### config.mk
export PLATFORM = sky130hd
export DESIGN_NAME = branch_resolve_unit
export DESIGN_NICKNAME = d
export VERILOG_FILES = /design/src/rtl/branch_pkg.sv /design/src/rtl/bpred_table.sv /design/src/rtl/branch_resolve_unit.sv
export SDC_FILE = /design/constraint.sdc
export NUM_CORES = 1
export LEC_CHECK = 0
export BUFFER_PORTS_ARGS = -buffer_cell sky130_fd_sc_hd__buf_2
export CAP_MARGIN = 20
export CORE_ASPECT_RATIO = 2
export CORE_MARGIN = 1.5
export CORE_UTILIZATION = 25
export DETAILED_ROUTE_END_ITERATION = 10
export GPL_TIMING_DRIVEN = 0
export SLEW_MARGIN = 20
export SYNTH_ARGS = -nofsm -noshare
export SYNTH_HDL_FRONTEND = slang
export SYNTH_SLANG_ARGS = --single-unit
### constraint.sdc
create_clock -name clk -period 5.65 [get_ports clk]
set_input_delay 1.695 -clock clk [delete_from_list [all_inputs] [get_ports clk]]
set_output_delay 1.695 -clock clk [all_outputs]
set_load 0.01 [all_outputs]
### src/rtl/branch_pkg.sv
// -----------------------------------------------------------------------------
// branch_pkg
// Shared definitions for branch resolution: the condition-selector codes, the
// 2-bit predictor counter encodings, and the saturating counter step used by
// the prediction table. The decoder and hazard unit import the same package.
// -----------------------------------------------------------------------------
package branch_pkg;

  // Condition selector codes; any other value is an illegal branch.
  typedef enum logic [3:0] {
    CMP_BEQ  = 4'b0000,
    CMP_BNE  = 4'b0101,
    CMP_BLEZ = 4'b0110,
    CMP_BGTZ = 4'b0111,
    CMP_BLTZ = 4'b1000,
    CMP_BGEZ = 4'b1001,
    CMP_BLT  = 4'b1010,
    CMP_BGE  = 4'b1011,
    CMP_BLTU = 4'b1100,
    CMP_BGEU = 4'b1101
  } cmp_e;

  // Predictor counter states; the MSB is the predicted direction.
  typedef enum logic [1:0] {
    CTR_SNT = 2'b00,
    CTR_WNT = 2'b01,
    CTR_WT  = 2'b10,
    CTR_ST  = 2'b11
  } ctr_e;

  // Saturating step towards the resolved direction.
  function automatic logic [1:0] ctr_next(input logic [1:0] ctr, input logic taken);
    logic [1:0] nxt;
    nxt = ctr;
    if (taken) begin
      if (ctr != CTR_ST) nxt = ctr + 2'd1;
      else               nxt = ctr;
    end else begin
      if (ctr != CTR_SNT) nxt = ctr - 2'd1;
      else                nxt = ctr;
    end
    return nxt;
  endfunction

endpackage

### src/rtl/bpred_table.sv
// -----------------------------------------------------------------------------
// bpred_table
// Array of 2**IDX_BITS two-bit saturating counters.
//   clk, reset_n    : clock, async active-low reset (all counters -> weak-NT)
//   rd_idx_i        : lookup index
//   rd_taken_o      : combinational prediction (counter MSB) at rd_idx_i
//   upd_idx_i       : index of the resolved branch
//   upd_taken_i     : resolved direction
//   upd_en_i        : apply the update at the next rising edge
// The read port sees registered state only, so a same-cycle update to the
// looked-up entry is observed only after the edge (read-before-write).
// -----------------------------------------------------------------------------
module bpred_table
  import branch_pkg::*;
#(
  parameter int IDX_BITS = 6
) (
  input  logic                clk,
  input  logic                reset_n,
  input  logic [IDX_BITS-1:0] rd_idx_i,
  output logic                rd_taken_o,
  input  logic [IDX_BITS-1:0] upd_idx_i,
  input  logic                upd_taken_i,
  input  logic                upd_en_i
);

  localparam int DEPTH = 1 << IDX_BITS;

  logic [1:0] ctr_q [DEPTH];

  // Counter storage: reset to weak-NT, step the resolved entry when enabled.
  always_ff @(posedge clk or negedge reset_n) begin
    if (!reset_n) begin
      for (int i = 0; i < DEPTH; i++) begin
        ctr_q[i] <= CTR_WNT;
      end
    end else if (upd_en_i) begin
      ctr_q[upd_idx_i] <= ctr_next(ctr_q[upd_idx_i], upd_taken_i);
    end
  end

  assign rd_taken_o = ctr_q[rd_idx_i][1];

endmodule

### src/rtl/branch_resolve_unit.sv
// -----------------------------------------------------------------------------
// branch_resolve_unit
// Evaluates the branch condition, registers the result for one cycle under
// flush/stall control, and trains/reads the PC-indexed predictor table.
//   clk, reset_n   : clock, async active-low reset
//   in_valid       : a branch is presented
//   stall, flush   : hold / kill (flush wins over stall)
//   cmp_type       : condition selector (branch_pkg::cmp_e)
//   a1, a2         : forwarded operands
//   pc, in_pred    : branch PC and the prediction fetch used for it
//   lookup_pc      : fetch PC to predict; pred_taken is its prediction
//   out_valid, taken, mispredict, illegal, out_pc : registered result
// -----------------------------------------------------------------------------
module branch_resolve_unit
  import branch_pkg::*;
#(
  parameter int WIDTH    = 32,
  parameter int PC_WIDTH = 32,
  parameter int IDX_BITS = 6
) (
  input  logic                clk,
  input  logic                reset_n,
  input  logic                in_valid,
  input  logic                stall,
  input  logic                flush,
  input  logic [3:0]          cmp_type,
  input  logic [WIDTH-1:0]    a1,
  input  logic [WIDTH-1:0]    a2,
  input  logic [PC_WIDTH-1:0] pc,
  input  logic                in_pred,
  input  logic [PC_WIDTH-1:0] lookup_pc,
  output logic                pred_taken,
  output logic                out_valid,
  output logic                taken,
  output logic                mispredict,
  output logic                illegal,
  output logic [PC_WIDTH-1:0] out_pc
);

  logic                cond_taken_s;
  logic                cond_legal_s;
  logic                a1_neg_s;
  logic                a1_zero_s;
  logic                accept_s;
  logic                valid_d, taken_d, mispredict_d, illegal_d;
  logic                valid_q, taken_q, mispredict_q, illegal_q;
  logic [PC_WIDTH-1:0] pc_d, pc_q;
  logic                unused_lookup_s;

  assign a1_neg_s  = a1[WIDTH-1];
  assign a1_zero_s = (a1 == {WIDTH{1'b0}});

  // Condition evaluation; unknown codes are flagged illegal and never taken.
  always_comb begin
    cond_taken_s = 1'b0;
    cond_legal_s = 1'b1;
    case (cmp_type)
      CMP_BEQ:  cond_taken_s = (a1 == a2);
      CMP_BNE:  cond_taken_s = (a1 != a2);
      CMP_BLEZ: cond_taken_s = a1_neg_s | a1_zero_s;
      CMP_BGTZ: cond_taken_s = ~a1_neg_s & ~a1_zero_s;
      CMP_BLTZ: cond_taken_s = a1_neg_s;
      CMP_BGEZ: cond_taken_s = ~a1_neg_s;
      CMP_BLT:  cond_taken_s = ($signed(a1) <  $signed(a2));
      CMP_BGE:  cond_taken_s = ($signed(a1) >= $signed(a2));
      CMP_BLTU: cond_taken_s = (a1 <  a2);
      CMP_BGEU: cond_taken_s = (a1 >= a2);
      default: begin
        cond_taken_s = 1'b0;
        cond_legal_s = 1'b0;
      end
    endcase
  end

  assign accept_s = in_valid & ~stall & ~flush & cond_legal_s;

  // Output register next state: flush clears, stall holds, otherwise load.
  always_comb begin
    valid_d      = valid_q;
    taken_d      = taken_q;
    mispredict_d = mispredict_q;
    illegal_d    = illegal_q;
    pc_d         = pc_q;
    if (flush) begin
      valid_d      = 1'b0;
      taken_d      = 1'b0;
      mispredict_d = 1'b0;
      illegal_d    = 1'b0;
    end else if (stall) begin
      valid_d      = valid_q;
    end else begin
      valid_d      = in_valid;
      taken_d      = in_valid & cond_legal_s & cond_taken_s;
      mispredict_d = in_valid & cond_legal_s & (cond_taken_s != in_pred);
      illegal_d    = in_valid & ~cond_legal_s;
      pc_d         = pc;
    end
  end

  // Result pipeline register.
  always_ff @(posedge clk or negedge reset_n) begin
    if (!reset_n) begin
      valid_q      <= 1'b0;
      taken_q      <= 1'b0;
      mispredict_q <= 1'b0;
      illegal_q    <= 1'b0;
      pc_q         <= {PC_WIDTH{1'b0}};
    end else begin
      valid_q      <= valid_d;
      taken_q      <= taken_d;
      mispredict_q <= mispredict_d;
      illegal_q    <= illegal_d;
      pc_q         <= pc_d;
    end
  end

  assign out_valid  = valid_q;
  assign taken      = taken_q;
  assign mispredict = mispredict_q;
  assign illegal    = illegal_q;
  assign out_pc     = pc_q;

  // Instructions are word aligned, so the index skips the two byte-offset bits.
  bpred_table #(
    .IDX_BITS (IDX_BITS)
  ) u_table (
    .clk         (clk),
    .reset_n     (reset_n),
    .rd_idx_i    (lookup_pc[IDX_BITS+1:2]),
    .rd_taken_o  (pred_taken),
    .upd_idx_i   (pc[IDX_BITS+1:2]),
    .upd_taken_i (cond_taken_s),
    .upd_en_i    (accept_s)
  );

  assign unused_lookup_s = ^{lookup_pc[PC_WIDTH-1:IDX_BITS+2], lookup_pc[1:0]};

endmodule
Word-level counts from Yosys, hierarchy flattened

Cells that the tools add are included.

Bits of input ports: 138
Word-level logic and storage cells: 137
Register bits: 164

Magnitude comparators: 7
Multiplexer cells: 23
Equality and inequality tests: 14
Reduce and logical (&&, ||, !) cells: 6
Bitwise logic cells: 16
$add $sub $neg: 2

Operators with widths:

| operator                                                   | number |
|---|---|
| bitwise mux 128 bit                                        | 1 |
| >= comparator 32 bit                                       | 2 |
| less-than comparator 32 bit                                | 2 |
| == test 32 bit                                             | 1 |
| zero test 32 bit                                           | 1 |
| inequality test 32 bit                                     | 1 |
| binary-select mux 2 bit (select 6 bit)                     | 2 |
| == test 4 bit, second input constant                       | 6 |
| 2-to-1 mux 2 bit                                           | 9 |
| >= comparator 7 bit, second input constant                 | 2 |
| NOT 6 -> 7 bit                                             | 2 |
| demux 2 bit (select 6 bit)                                 | 1 |
| == test 4 x 3 -> 1 bit, second input constant              | 3 |
| one-hot mux 1 bit (10 select lines)                        | 1 |
| OR reduction 10 bit                                        | 1 |
| 2-to-1 mux 1 bit                                           | 9 |
| bitwise AND 1 bit                                          | 8 |
| less-than comparator 7 x 1 -> 1 bit, second input constant | 1 |
| NOT 1 bit                                                  | 5 |
| zero test 4 bit                                            | 1 |
| adder 2 x 1 -> 2 bit, second input constant                | 1 |
| inequality test 2 x 1 -> 1 bit, second input constant      | 1 |
| inequality test 2 bit, second input constant               | 1 |
| AND reduction 2 bit                                        | 1 |
| other kinds (5)                                            | 5 |

Logic depth before layout (Yosys ltp)

Gate-level depths: netlist of run 1.

Word-level depth: 9
Gate-level depth with buffers: 13

Modules after synthesis

A second synthesis of run 1 with hierarchy kept.

Cells, all modules: 920
Area, all modules: 9482.8 um2

By module, submodules not included:

| module              | area an instance (um2) | cells an instance | times used | sequential area each (um2) |
|---|---|---|---|---|
| bpred_table         | 6994.2                 | 683               | 1          | 3283.1 |
| branch_resolve_unit | 2488.6                 | 237               | 1          | 900.9 |

Worst setup path before layout of run 1

Ideal clock, no wire load.

Path type: input to output
Start: input lookup_pc[2]
End: output pred_taken
Slack: -0.180 ns
Stages: 5
Arrival time: 4.135 ns
Data required time: 3.955 ns
Path through: clkbuf_1 -> buf_1 -> mux4_2 -> mux4_2 -> mux4_2

Word-level cells in the longest chain between the ends: 4

RTL lines:

| what                                                | RTL line                  | RTL |
|---|---|---|
| start: declaration                                  | branch_resolve_unit.sv:31 | `input logic [PC_WIDTH-1:0] lookup_pc,` |
| NOT 6 -> 7 bit (implied by the code)                | bpred_table.sv:42         | `assign rd_taken_o = ctr_q[rd_idx_i][1];` |
| binary-select mux 2 bit (select 6 bit)              | bpred_table.sv:42         |  |
| 2-to-1 mux 2 bit (implied by the code) (2 in a row) | bpred_table.sv:42         |  |
| end: declaration                                    | branch_resolve_unit.sv:32 | `output logic pred_taken,` |

Every way passes these cells. The select of a mux whose other input is x is not followed.

Worst setup path in the final report of run 1

Start: input a1[7]
End: register u_table.ctr_q[10] in the netlist's numbering

Word-level cells in the longest chain between the ends: 7

RTL lines:

| what                                                                         | RTL line                  | RTL |
|---|---|---|
| start: declaration                                                           | branch_resolve_unit.sv:27 | `input logic [WIDTH-1:0] a1,` |
| parallel branches: the longest is 3 deep, another holds >= comparator 32 bit | n/a                       |  |
| one-hot mux 1 bit (10 select lines) (*)                                      | branch_resolve_unit.sv:57 | `case (cmp_type)` |
| 2-to-1 mux 2 bit (*)                                                         | branch_pkg.sv:35          | `if (taken) begin` |
| 2-to-1 mux 2 bit (*)                                                         | bpred_table.sv:37         | `end else if (upd_en_i) begin` |
| bitwise mux 128 bit (*)                                                      | bpred_table.sv:38         | `ctr_q[upd_idx_i] <= ctr_next(ctr_q[upd_idx_i], upd_taken_i);` |
| end signal: indexed assignment                                               | bpred_table.sv:38         |  |
| end: declaration                                                             | bpred_table.sv:29         | `logic [1:0] ctr_q [DEPTH];` |

Mark *: on every way between the ends. The select of a mux whose other input is x is not followed.
A chain may end at the register's enable or synchronous reset.

==> results.md, run 1 <==
- The flow ran to the end, and the final reports show no timing, DRC or antenna violations.
- For the pin with the worst max-slew slack, the measured transition is 1.07 ns.
- The clock period minus final worst setup slack is 5.56 ns.
- The class of the worst hold path is reg -> reg.
- The synthesized cell area is 0.0118 sq mm.
- In this run the worst path has a maximum fanout of 10.
- Counting every sink on the clock net gives 164.
- Counting every net in the synthesized netlist gives 1583.
- The number of cells on the worst reg-to-reg path is 9.
- Internal power comes to 2270 uW.
- The number of hold violations in the final report is 0.
- The routed layout has 12.8k vias.
- The tool flagged a number of max-cap violations equal to 0.
- The warning count from the yosys run is 0.
- The clock-pin transition on the worst setup and hold timing paths is 0.07 ns.
- The number of global-route vias before repair is 12.7k.
- The standby leakage power is 0.00512 uW.
- The signed area change from the synthesized netlist to the final layout is 18.9%.
- Dividing the detail-routed wire length by the instance count gives 23.0 um.
- The share of total power consumed by net switching is 31.4%.
- The initial core utilization is 25.3%.
- The horizontal die dimension is 156 um.
- The clock passes through at most 2 buffers.
- The most used flip-flop cell after synthesis is sky130_fd_sc_hd__dfrtp_1.
- The post-route netlist has 23.4% of its cells at a drive strength greater than 1.
- The routed design has 51000 um of wire.
- The number of nets in the finished design is 1745.
- The first detailed-routing pass ran for 6 iterations.
- The half-perimeter wire length after detailed placement is 37800 um.
- For this run, the slowest stage of the critical path takes 0.76 ns.
- The area of all placed cells without fillers is 0.0140 sq mm.
- The timing-limited maximum frequency is 180 MHz.
- The detailed-route vias per instance is 5.76.
- After layout, the design draws a total of 3300 uW.
- For this run, design rule violations remaining after detail routing come to 0.
- The total routing usage reported by global routing is 21.0%.
- The post-placement cell area is 0.0133 sq mm.
- The clock insertion delay at the later pin of the skew report is 0.47 ns.
- In this run the vertical extent of the chip is 310 um.
- The post-synthesis instance total is 1413.
- The first global-routing pass estimated 75200 um of wire.
- STA classifies the critical path startpoint as an input pin.
- The critical path ends at u_table.ctr_q[10]$_DFFE_PN1P_.
- The worst register-to-register path ends at u_table.ctr_q[127]$_DFFE_PN0P_.
- Setup violations remaining at the end of the flow were counted as 0.
- After the first detailed-routing iteration, the DRC count stood at 1069.
- The worst slew margin relative to its limit is 28.4%.
- The required time of the critical path is 6.04 ns.
- In the finished design, the share of the clock period the worst path needs comes to 98.4%.
- Walking the worst path, the cells encountered are buf_2 -> ha_1 -> a21oi_1 -> o21ai_0 -> a221o_1 -> o31a_1 -> o211ai_1 -> buf_4 -> clkbuf_1 -> buf_1 -> nand3_1 -> a211oi_1 -> nor2_1.
- CTS built an H-tree with a depth of 4.
- At the end of routability-driven placement, the weighted congestion stood at 0.955.
- The combinational share of power is 19.5%.
- The distinct cell type count of the synthesized netlist is 51.
- TritonCTS built the clock tree.
- The total count of max-transition violations in the final report came to 0.
- Counting tap cells, the placed design contains a total of 2183 instances.
- The floorplan has 112 rows.
- The number of hold-repair buffers added at the cts stage is 0.
- The count of nets left with antenna violations once routing finished came out at 0.
- The library cell contributing the largest single delay on the critical path is sky130_fd_sc_hd__clkbuf_1.
- The critical hold path startpoint is taken$_DFFE_PN0P_.
- In this run the power spent charging and discharging nets is 1040 uW.
- In this run the critical register-to-register path is launched from u_table.ctr_q[102]$_DFFE_PN1P_.
- The launching instance or port of the critical path is a1[7].
- CTS placed an instance of sky130_fd_sc_hd__clkbuf_16 at the clock tree root.
- The die area is 0.0484 sq mm.
- The register area share after synthesis is 35.6%.
- Data arrives at the worst endpoint at 5.95 ns.
- The CTS buffer count is 17.
- The kind of critical path is in -> reg.
- The share of flip-flops with an asynchronous set or reset is 100%.
- Hold timing on the final database bottoms out at a slack of 0.497 ns.
- In this run, post-CTS repair resized a total of 5 instances.
- The number of cells in the finished layout apart from fillers is 2217.
- The core footprint is 0.0465 sq mm.
- Buffers placed on the I/O ports in this run total 139.
- The clock network fraction of design power is 39.2%.
- After synthesis, the mean cell area works out to 8.32 sq um.
- Registers are responsible for 41.3% of the overall power.
- Setup repair after global routing left no endpoint under its margin.
- The global route total overflow is 0.
- The number of synthesized register bits is 164.
- The total power divided by cell area is 236 mW/mm^2.
- Entering global routing, the biggest net connects 95 pins.
- The number of enable flip-flop cells after synthesis is 0.
- VDD sags by at most 0.242 mV.
- The filler cell count is 4986.
- Pin placement for this block handled 175 I/O pins.
- The nature of the critical path endpoint is a register.
- The initial antenna violation count is 2.
- The worst-case clock skew is 0.0153 ns.
- For flop-to-flop paths, the worst setup slack is 2.52 ns.
- Measured on the finished design, the core utilization comes to 30.0%.
- The setup fix buffers added after clock tree synthesis is 0.
## routing by layer
layer	wire length, um	vias up	GRT usage (%)	share of wire (%)
li1	-	5695	-	-
met1	16600	6065	20.0	32
met2	26300	761	38.4	52
met3	3680	240	4.02	7.2
met4	4460	2	17.4	8.8
met5	13	-	0	0.025
## state kept, by name (all words and copies together) (netlist names)
signal,flops
out_pc,32
illegal,1
mispredict,1
out_valid,1
u_table.ctr_q,128
taken,1
## cell usage in the layout (no fill, tap or decap), drive strengths merged, types with 2 or more instances in the layout
master    instances
nand3           328
buf             218
nor2            141
o21ai           134
a211oi          128
dfrtp           100
clkbuf           86
nor3             69
a22oi            66
dfstp            64
inv              37
mux2             32
ha               32
mux4             21
a21oi            16
a41oi            16
nand2            13
nand4            11
nor4             10
nand3b            8
nor3b             6
or3b              5
bufinv            4
clkinv            4
and3b             3
or2               3
nor2b             3
or4               3
diode             2
or3               2
nand2b            2
and3              2
o211ai            2
a21o              2
o31ai             2
mux2i             2
clkinvlp          2
## layout make-up
type / instances / area, sq um / area share, %
flip-flops and latches: 164 / 4180 / 29.9
well taps: 627 / 785 / 5.61
clock buffers: 20 / 447 / 3.20
diodes: 2 / 5.00 / 0.0358
plain buffers: 141 / 716 / 5.12
clock inverters: 12 / 179 / 1.28
repair buffers: 143 / 763 / 5.46
multi-input cells: 1073 / 6770 / 48.4
inverters: 35 / 131 / 0.940
## through the flow
| stage | TNS [ns] | setup slack [ns] |
|---|---|---|
| 2_1_floorplan | 0 | 0.0643 |
| 3_3_place_gp | -20.42 | -0.408 |
| 3_5_place_dp | -14.43 | -0.423 |
| 4_1_cts | 0 | 0.0396 |
| 5_1_grt | 0 | 0.0598 |
| 6_report | 0 | 0.0900 |
## worst min-delay path by stage
stage / end / slack (ns) / cells after the start
global route: out_pc[31]$_DFFE_PN0P_ / 0.52 / 1
detailed placement: taken$_DFFE_PN0P_ / 0.49 / 2
CTS: taken$_DFFE_PN0P_ / 0.50 / 2
finish: taken$_DFFE_PN0P_ / 0.50 / 2
global placement: taken$_DFFE_PN0P_ / 0.47 / 2
floorplan: u_table.ctr_q[108]$_DFFE_PN1P_ / 0.51 / 2
## worst max-delay path, delay by kind of cell
| kind | cells | cell delay (ns) |
|---|---|---|
| AO/OA/AOI/OAI | 6 | 1.97 |
| buffers and inverters | 4 | 1.71 |
| adder cells (fa/ha/maj) | 1 | 0.32 |
| AND/OR/NAND/NOR | 2 | 0.23 |
## cells by family (layout without fill, tap and decap cells)
kind of cell               Yosys count  count (layout)  share of synthesized area (%)
DFF                                164             164                           35.6
buffers and inverters              176             351                           7.07
AOI/OAI and AO/OA                  374             374                           20.9
xor gates and xnor gates             1               1                         0.0745
and+or+nand+nor                    611             611                           25.7
other                                0               2                              0
muxes                               55              55                           7.26
adders and majority gates           32              32                           3.41
## synthesized netlist by cell type, drive strengths merged (10+ instances only)
library cell	count	share of area [%]
mux2	32	3.1
nand3	328	14
nor4	10	0.59
a22oi	66	4.2
a21oi	16	0.68
a211oi	128	8.2
a41oi	16	1.2
mux4	21	4.0
dfstp	64	14
clkbuf	66	2.1
nor2	141	4.5
dfrtp	100	21
buf	75	3.8
nor3	69	2.9
ha	32	3.4
o21ai	134	5.7
inv	35	1.1
nand2	13	0.42
nand4	11	0.59
## power by group through the flow
stage          clock network [uW]  logic, uW  registers (uW)
5_1_grt                      1360        691            1370
4_1_cts                      1310        633            1360
2_1_floorplan                   0        351            1370
3_3_place_gp                    0        613            1380
3_5_place_dp                    0        631            1380
6_report                     1290        645            1360
Note: power is estimated with default switching activity, not from simulation.
==> run 2, diff against run 1 <==
--- a/config.mk
+++ b/config.mk
@@ -12,6 +12,7 @@
 export CORE_UTILIZATION = 25
 export DETAILED_ROUTE_END_ITERATION = 10
 export GPL_TIMING_DRIVEN = 0
+export PLACE_DENSITY = 0.48
 export SLEW_MARGIN = 20
 export SYNTH_ARGS = -nofsm -noshare
 export SYNTH_HDL_FRONTEND = slang
==> results.md, run 2 (synthesized netlist as in run 1, its figures left out) <==
- The horizontal die dimension is 156 um (unchanged).
- The clock period minus final worst setup slack is 5.58 ns (+0.0170 ns).
- The routed length on met1 is 17300 um (+4.6%).
- The initial core utilization is 25.3% (unchanged).
- The register area is 0.00418 sq mm (unchanged).
- The half-perimeter wire length after detailed placement is 39400 um (+4.2%).
- The root cell of the clock tree is sky130_fd_sc_hd__clkbuf_16.
- The post-route fraction of the period consumed by the critical path is 98.7% (+0.30 points).
- The total power divided by cell area is 233 mW/mm^2 (-1.4%).
- The required time of the critical path came to 3.95 ns (-2.09 ns).
- From synthesis to final layout, the design area changed by 18.4%.
- The top fanout value on the critical path is 10 (unchanged).
- The number of hold-repair buffers added at the cts stage is 0 (unchanged).
- The total via count in the routed design is 12.5k (-2.2%).
- The count of cells along the worst register-to-register path is 9 (unchanged).
- The smallest hold slack was 0.492 ns (-0.00457 ns).
- The detailed-route vias per instance is 5.63 (-2.2%).
- The number of hold violations in the final report is 0 (unchanged).
- The flip-flop count of the largest register after layout is 128 (unchanged).
- The total area of multi-input combinational cells is 0.00675 sq mm (-0.30%).
- The number of global-route vias before repair is 12.5k (-1.9%).
- The number of cells in the finished layout apart from fillers is 2216 (-0.045%).
- The tightest min-delay check is of the reg -> reg type.
- The area of all placed cells without fillers is 0.0139 sq mm (-0.46%).
- The core footprint came to 0.0465 sq mm (unchanged).
- The post-placement cell area is 0.0133 sq mm (-0.17%).
- The flow ran to the end, and the final reports show no timing, DRC or antenna violations.
- The die area is 0.0484 sq mm (unchanged).
- The filler cell count was 5055 (+1.4%).
- The total number of H-tree levels came to 4 (unchanged).
- The total routing usage reported by global routing is 21.7% (+0.75 points).
- The standard-cell row count was 112 (unchanged).
- TritonCTS built the clock tree.
- The routability-driven placement congestion ratio is 0.891 (-6.6%).
- The post-layout total power is 3240 uW (-1.8%).
- The initial DRC count came to 1118 (+4.6%).
- The detailed router used layers up to and including met5.
- The number of nets with antenna violations after routing came to 0 (unchanged).
- The CTS buffer count is 17 (unchanged).
- The first-pass GRT wire length is 76900 um (+2.4%).
- The arrival time of the worst setup path is 3.88 ns (-2.07 ns).
- The fraction of final layout cells sized beyond drive strength 1 was 23.4% (unchanged).
- The chip height is 310 um (unchanged).
- The maximum vdd drop was 0.255 mV (+5.5%).
- The maximum clock insertion buffer count is 2 (unchanged).
- The count of final setup violators is 0 (unchanged).
- The nature of the critical path endpoint is an output port.
- The clock insertion delay at the later pin of the skew report is 0.47 ns (about the same).
- The worst-case clock skew came to 0.0164 ns (+0.00112 ns).
- The worst register-to-register path begins at u_table.ctr_q[79]$_DFFE_PN0P_.
- The count of clock tree sinks is 164 (unchanged).
- The number of input and output port buffers inserted was 139 (unchanged).
- STA classifies the critical path startpoint as an input pin.
- The initial antenna violation count came to 2 (unchanged).
- The transition time at the pin with the least slew margin is 1.24 ns (+0.176 ns).
- The clock-pin transition on the worst setup and hold timing paths is 0.08 ns (about the same).
- The standby leakage power is 0.00510 uW (-0.36%).
- The total count of max-transition violations in the final report was 0 (unchanged).
- The register bank with the most flops is u_table.ctr_q.
- The pin count of the biggest net entering global routing was 84 (-12%).
- The routed wire length on met3 was 2940 um (-20%).
- The number of nets in the finished design is 1745 (unchanged).
- The endpoint of the worst hold-timing path is taken$_DFFE_PN0P_.
- Setup repair after global routing left no endpoint under its margin.
- The most common cell after layout, fill and taps aside is sky130_fd_sc_hd__nand3_1.
- The end-of-flow core utilization is 29.9% (-0.14 points).
- The cell count of the worst hold path is 2 (unchanged).
- The minimum setup slack among reg-to-reg paths is 2.45 ns (-0.07 ns).
- The average wire per cell in the routed design was 23.5 um (+2.4%).
- The worst slew margin relative to its limit is 16.8% (-12 points).
- The aggregate routed wire length is 52200 um (+2.4%).
- The iteration count of the initial detailed-routing pass came to 5 (-1).
- The worst hold path begins at taken$_DFFE_PN0P_.
- The number of top-level pins came to 175 (unchanged).
- The number of maximum-capacitance violations is 0 (unchanged).
- The timing-limited maximum frequency is 179 MHz (-0.31%).
- The global route total overflow is 0 (unchanged).
- In the layout the commonest cells are 328 x sky130_fd_sc_hd__nand3_1, 181 x sky130_fd_sc_hd__buf_2, 141 x sky130_fd_sc_hd__nor2_1, 128 x sky130_fd_sc_hd__a211oi_1, 113 x sky130_fd_sc_hd__o21ai_0.
- The count of unresolved DRC violations after routing was 0 (unchanged).
- The setup path with the least slack is of type in -> out.
- The number of cells after detailed placement came to 2181 (-0.092%).
- The reg-to-reg endpoint is u_table.ctr_q[123]$_DFFE_PN0P_.
- The wire length on met2 came to 26800 um (+1.8%).
-- run 2: cell count changes in the layout (fill, tap and decap cells not counted), sizes merged, moves of 3 or more --
| cell | before | now |
|---|---|---|
| inv | 37 | 47 |
| bufinv | 4 | 0 |
| clkbuf | 86 | 83 |
| clkinv | 4 | 1 |
-- run 2: final cells by class --
type / instances / share of cell area, %
Inverter: 35 / 0.944
Tap cell: 627 / 5.64
Timing Repair Buffer: 143 / 5.43
Multi-Input combinational cell: 1073 / 48.5
Buffer: 141 / 5.17
Antenna cell: 1 / 0.0180
Clock buffer: 18 / 3.16
Sequential cell: 164 / 30.1
Clock inverter: 14 / 1.07
-- run 2: worst max-delay path by stage --
stage                       startpoint          to  slack (ns)  depth (start not counted)
after floorplan           lookup_pc[2]  pred_taken        0.06                          5
after global placement    lookup_pc[2]  pred_taken       -0.51                          6
after detailed placement  lookup_pc[2]  pred_taken       -0.51                          6
after CTS                 lookup_pc[2]  pred_taken         0.1                          6
after global routing      lookup_pc[2]  pred_taken        0.04                          6
final                     lookup_pc[3]  pred_taken        0.07                          6
-- run 2: metrics by stage --
stage               setup slack, ns  setup TNS [ns]
CTS                          0.0957               0
detailed placement           -0.509           -5.47
global route                 0.0436               0
global placement             -0.511          -38.82
floorplan                    0.0643               0
finish                       0.0729               0
-- run 2: where the power goes --
group          switching [uW]  leakage, uW  total, uW  internal (uW)
clock                     621     0.000290       1230            608
sequential               76.2      0.00197       1360           1290
combinational             426      0.00284        649            223
-- run 2: critical path, cell delays in order --
cell	delay (ns)
sky130_fd_sc_hd__clkbuf_2	0.25
sky130_fd_sc_hd__clkbuf_2	0.38
sky130_fd_sc_hd__mux4_2	0.38
sky130_fd_sc_hd__mux4_2	0.49
sky130_fd_sc_hd__mux4_2	0.51
sky130_fd_sc_hd__buf_2	0.17
-- run 2: layer usage --
layer  vias up  GRT usage, %
met5         -             0
met4         4          20.1
met3       213          3.10
met2       614          39.3
met1      5937          20.9
li1       5709             -
-- run 2: timing repair --
action,in CTS,in global routing
gates resized for setup,6,2
setup buffers,0,2
gates cloned,0,0
setup endpoints to repair,1,1
pin swaps,0,1
==> run 3, diff against run 2 <==
--- a/config.mk
+++ b/config.mk
@@ -13,6 +13,7 @@
 export DETAILED_ROUTE_END_ITERATION = 10
 export GPL_TIMING_DRIVEN = 0
 export PLACE_DENSITY = 0.48
+export RECOVER_POWER = 100
 export SLEW_MARGIN = 20
 export SYNTH_ARGS = -nofsm -noshare
 export SYNTH_HDL_FRONTEND = slang
==> results.md, run 3 (synthesized netlist as in run 1, its figures left out) <==
- The number of hold-repair buffers added at the cts stage is 0 (unchanged).
- The final-layout setup total negative slack was 0 ns (unchanged).
- The count of final setup violators is 0 (unchanged).
- The count of clock tree sinks is 164 (unchanged).
- The horizontal die dimension is 156 um (unchanged).
- The slack of the critical path is 0.105 ns (+0.0324 ns).
- The number of maximum-capacitance violations is 2 (+2).
- The CTS buffer count is 17 (unchanged).
- The number of nets in the finished design was 1745 (unchanged).
- The register area is 0.00418 sq mm (unchanged).
- The required time of the critical path came to 5.98 ns (+2.03 ns).
- The count of cells along the worst register-to-register path was 9 (unchanged).
- The number of cells on the critical path is 13 (+7).
- The sequential group share of total power is 42.3% (+0.2 points).
- The standby leakage power came to 0.00497 uW (-2.6%).
- The clock period minus final worst setup slack is 5.54 ns (-0.0324 ns).
- The initial core utilization came to 25.3% (unchanged).
- In this run the critical register-to-register path is launched from u_table.ctr_q[79]$_DFFE_PN0P_.
- The nature of the critical path endpoint is a register.
- The total power divided by cell area is 234 mW/mm^2 (+0.25%).
- The clock network fraction of design power was 38.1% (+0.2 points).
- Grouping stages by cell kind, the critical path spends the most delay in buffers and inverters.
- The class of the worst hold path is reg -> reg.
- The total number of H-tree levels is 4 (unchanged).
- From synthesis to final layout, the design area changed by 17.6%.
- The arrival time of the worst setup path is 5.88 ns (+2.00 ns).
- The startpoint class of the critical path is an input pin.
- The total routing usage reported by global routing came to 21.7% (unchanged).
- The launching instance or port of the critical path is pc[2].
- The number of top-level pins came to 175 (unchanged).
- The count of unresolved DRC violations after routing is 0 (unchanged).
- The top fanout value on the critical path came to 10 (unchanged).
- The timing-limited maximum frequency is 180 MHz (+0.58%).
- The average wire per cell in the routed design is 23.5 um (-0.21%).
- The cell internal power dissipation is 2110 uW (-0.63%).
- The initial DRC count is 1072 (-4.1%).
- The number of global-route vias before repair is 12.5k (unchanged).
- The half-perimeter wire length after detailed placement is 39400 um (unchanged).
- The global route total overflow is 0 (unchanged).
- The CTS tree is yes.
- The endpoint identified for the worst register-to-register timing path is u_table.ctr_q[59]$_DFFE_PN0P_.
- The highest cell delay on the worst timing path is 0.62 ns (+0.11 ns).
- The clock insertion delay at the later pin of the skew report came to 0.47 ns (about the same).
- The run finished, with violations left.
- The share of total power consumed by net switching is 34.8% (+0.16 points).
- The flip-flop count of the largest register after layout came to 128 (unchanged).
- The reported net switching power is 1120 uW (about the same).
- The fraction of final layout cells sized beyond drive strength 1 is 20.7% (-2.6 points).
- The filler cell count is 5074 (+0.38%).
- The most numerous cell type found on the critical path is sky130_fd_sc_hd__clkbuf_1.
- The first-pass GRT wire length is 76900 um (unchanged).
- The checks that failed: max-capacitance violations, max-slew violations.
- The maximum clock insertion buffer count came to 2 (unchanged).
- The register bank with the most flops is u_table.ctr_q.
- The post-layout total power is 3230 uW (-0.39%).
- The transition time at the pin with the least slew margin came to 2.22 ns (+0.980 ns).
- The root cell of the clock tree is sky130_fd_sc_hd__clkbuf_16.
- The detailed-route vias per instance was 5.65 (+0.31%).
- The worst-case clock skew is 0.0128 ns (-0.00354 ns).
- The chip height was 310 um (unchanged).
- The worst slew margin relative to its limit is -48.2% (-65 points).
- Setup repair after global routing left no endpoint under its margin.
- The number of input and output port buffers inserted came to 139 (unchanged).
- The slowest stage of the critical path is the sky130_fd_sc_hd__clkbuf_1 cell.
- The library cells used most frequently in the layout, excluding fill and tap cells, are 328 x sky130_fd_sc_hd__nand3_1, 141 x sky130_fd_sc_hd__nor2_1, 137 x sky130_fd_sc_hd__buf_2, 128 x sky130_fd_sc_hd__a211oi_1, 113 x sky130_fd_sc_hd__o21ai_0.
- The endpoint of the most critical setup path is u_table.ctr_q[59]$_DFFE_PN0P_.
- The initial antenna violation count came to 2 (unchanged).
- The combinational share of power was 19.6% (-0.4 points).
- Traced cell by cell, the critical path runs through buf_2 -> and3b_1 -> clkbuf_1 -> clkbuf_1 -> a22oi_1 -> a41oi_1 -> nor4_1 -> and4bb_1 -> clkbuf_1 -> clkbuf_1 -> nand3_1 -> a211oi_1 -> nor2_1.
- The kind of critical path is in -> reg.
- The die area is 0.0484 sq mm (unchanged).
- The clock-pin transition on the worst setup and hold timing paths is 0.08 ns (about the same).
- The maximum vdd drop was 0.255 mV (-0.14%).
- The buffer and inverter count on the worst path is 5 (+2).
- The routability-driven placement congestion ratio is 0.891 (unchanged).
- The total area of multi-input combinational cells is 0.00675 sq mm (unchanged).
- The number of hold violations in the final report is 0 (unchanged).
- The number of nets with antenna violations after routing is 0 (unchanged).
- The standard-cell row count is 112 (unchanged).
- The number of cells after detailed placement was 2181 (unchanged).
- The most common cell after layout, fill and taps aside is sky130_fd_sc_hd__nand3_1.
- The total count of max-transition violations in the final report is 167 (+167).
- The minimum setup slack among reg-to-reg paths is 2.16 ns (-0.29 ns).
- The aggregate routed wire length is 52100 um (-0.16%).
- The iteration count of the initial detailed-routing pass is 7 (+2).
- The pin count of the biggest net entering global routing is 84 (unchanged).
- The post-route fraction of the period consumed by the critical path came to 98.1% (-0.57 points).
- The total via count in the routed design was 12.5k (+0.35%).
- The number of cells in the finished layout apart from fillers is 2217 (+0.045%).
- The post-place setup slack came to -0.509 ns (unchanged).
- The core footprint came to 0.0465 sq mm (unchanged).
==> run 3: worst min-delay path by stage <==
stage / start / end / slack [ns] / depth (start not counted)
2_1_floorplan: u_table.ctr_q[108]$_DFFE_PN1P_ / u_table.ctr_q[108]$_DFFE_PN1P_ / 0.51 / 2
3_3_place_gp: taken$_DFFE_PN0P_ / taken$_DFFE_PN0P_ / 0.48 / 2
3_5_place_dp: taken$_DFFE_PN0P_ / taken$_DFFE_PN0P_ / 0.48 / 2
4_1_cts: taken$_DFFE_PN0P_ / taken$_DFFE_PN0P_ / 0.50 / 2
5_1_grt: taken$_DFFE_PN0P_ / taken$_DFFE_PN0P_ / 0.52 / 2
6_report: taken$_DFFE_PN0P_ / taken$_DFFE_PN0P_ / 0.50 / 2
==> run 3: per-stage QoR <==
| step | hold slack (ns) | instance area (sq um) | util, % |
|---|---|---|---|
| finish | 0.499 | 13800 | 29.7 |
| global route | 0.520 | 13800 | 29.7 |
| CTS | 0.496 | 13900 | 29.9 |
| detailed placement | 0.477 | 13300 | 28.6 |
| global placement | 0.480 | 13200 | 28.4 |
| floorplan | 0.505 | 11800 | - |
==> run 3: area by class of cell <==
cell class	instances	share of cell area [%]
clock inverter	14	1.08
antenna	2	0.0362
clock buffer	18	3.18
buffer	141	5.12
inverter	35	0.950
sequential	164	30.3
tap	627	5.67
multi-input combinational	1073	48.8
timing repair buffer	143	4.89
==> run 3: repair_timing <==
action                                  CTS  global route
pin swaps                                 0             1
resized for setup                         6             2
endpoints found under the setup margin    1             1
setup buffers                             0             2
==> run 3: layer usage <==
| metal | track usage (%) | routed length, um | vias to the layer above |
|---|---|---|---|
| met5 | 0 | 0 | - |
| met3 | 3.10 | 2830 | 208 |
| met4 | 20.1 | 5300 | 0 |
| met1 | 20.9 | 17100 | 5978 |
| li1 | - | - | 5705 |
| met2 | 39.3 | 26800 | 630 |
==> run 3: worst reg2reg max path, stage by stage (launching register included) <==
cell	delay, ns
sky130_fd_sc_hd__dfrtp_1	0.44
sky130_fd_sc_hd__a22oi_1	0.23
sky130_fd_sc_hd__a41oi_1	0.15
sky130_fd_sc_hd__nor4_1	0.50
sky130_fd_sc_hd__and4bb_1	0.31
sky130_fd_sc_hd__clkbuf_1	0.62
sky130_fd_sc_hd__clkbuf_1	0.40
sky130_fd_sc_hd__nand3_1	0.19
sky130_fd_sc_hd__a211oi_1	0.44
sky130_fd_sc_hd__nor2_1	0.09
==> run 3: power groups by stage <==
stage	logic [uW]	clock network [uW]	registers (uW)
after global routing	688	1290	1370
after CTS	646	1250	1360
final	634	1230	1370
after detailed placement	643	0	1380
after floorplan	351	0	1370
after global placement	630	0	1380
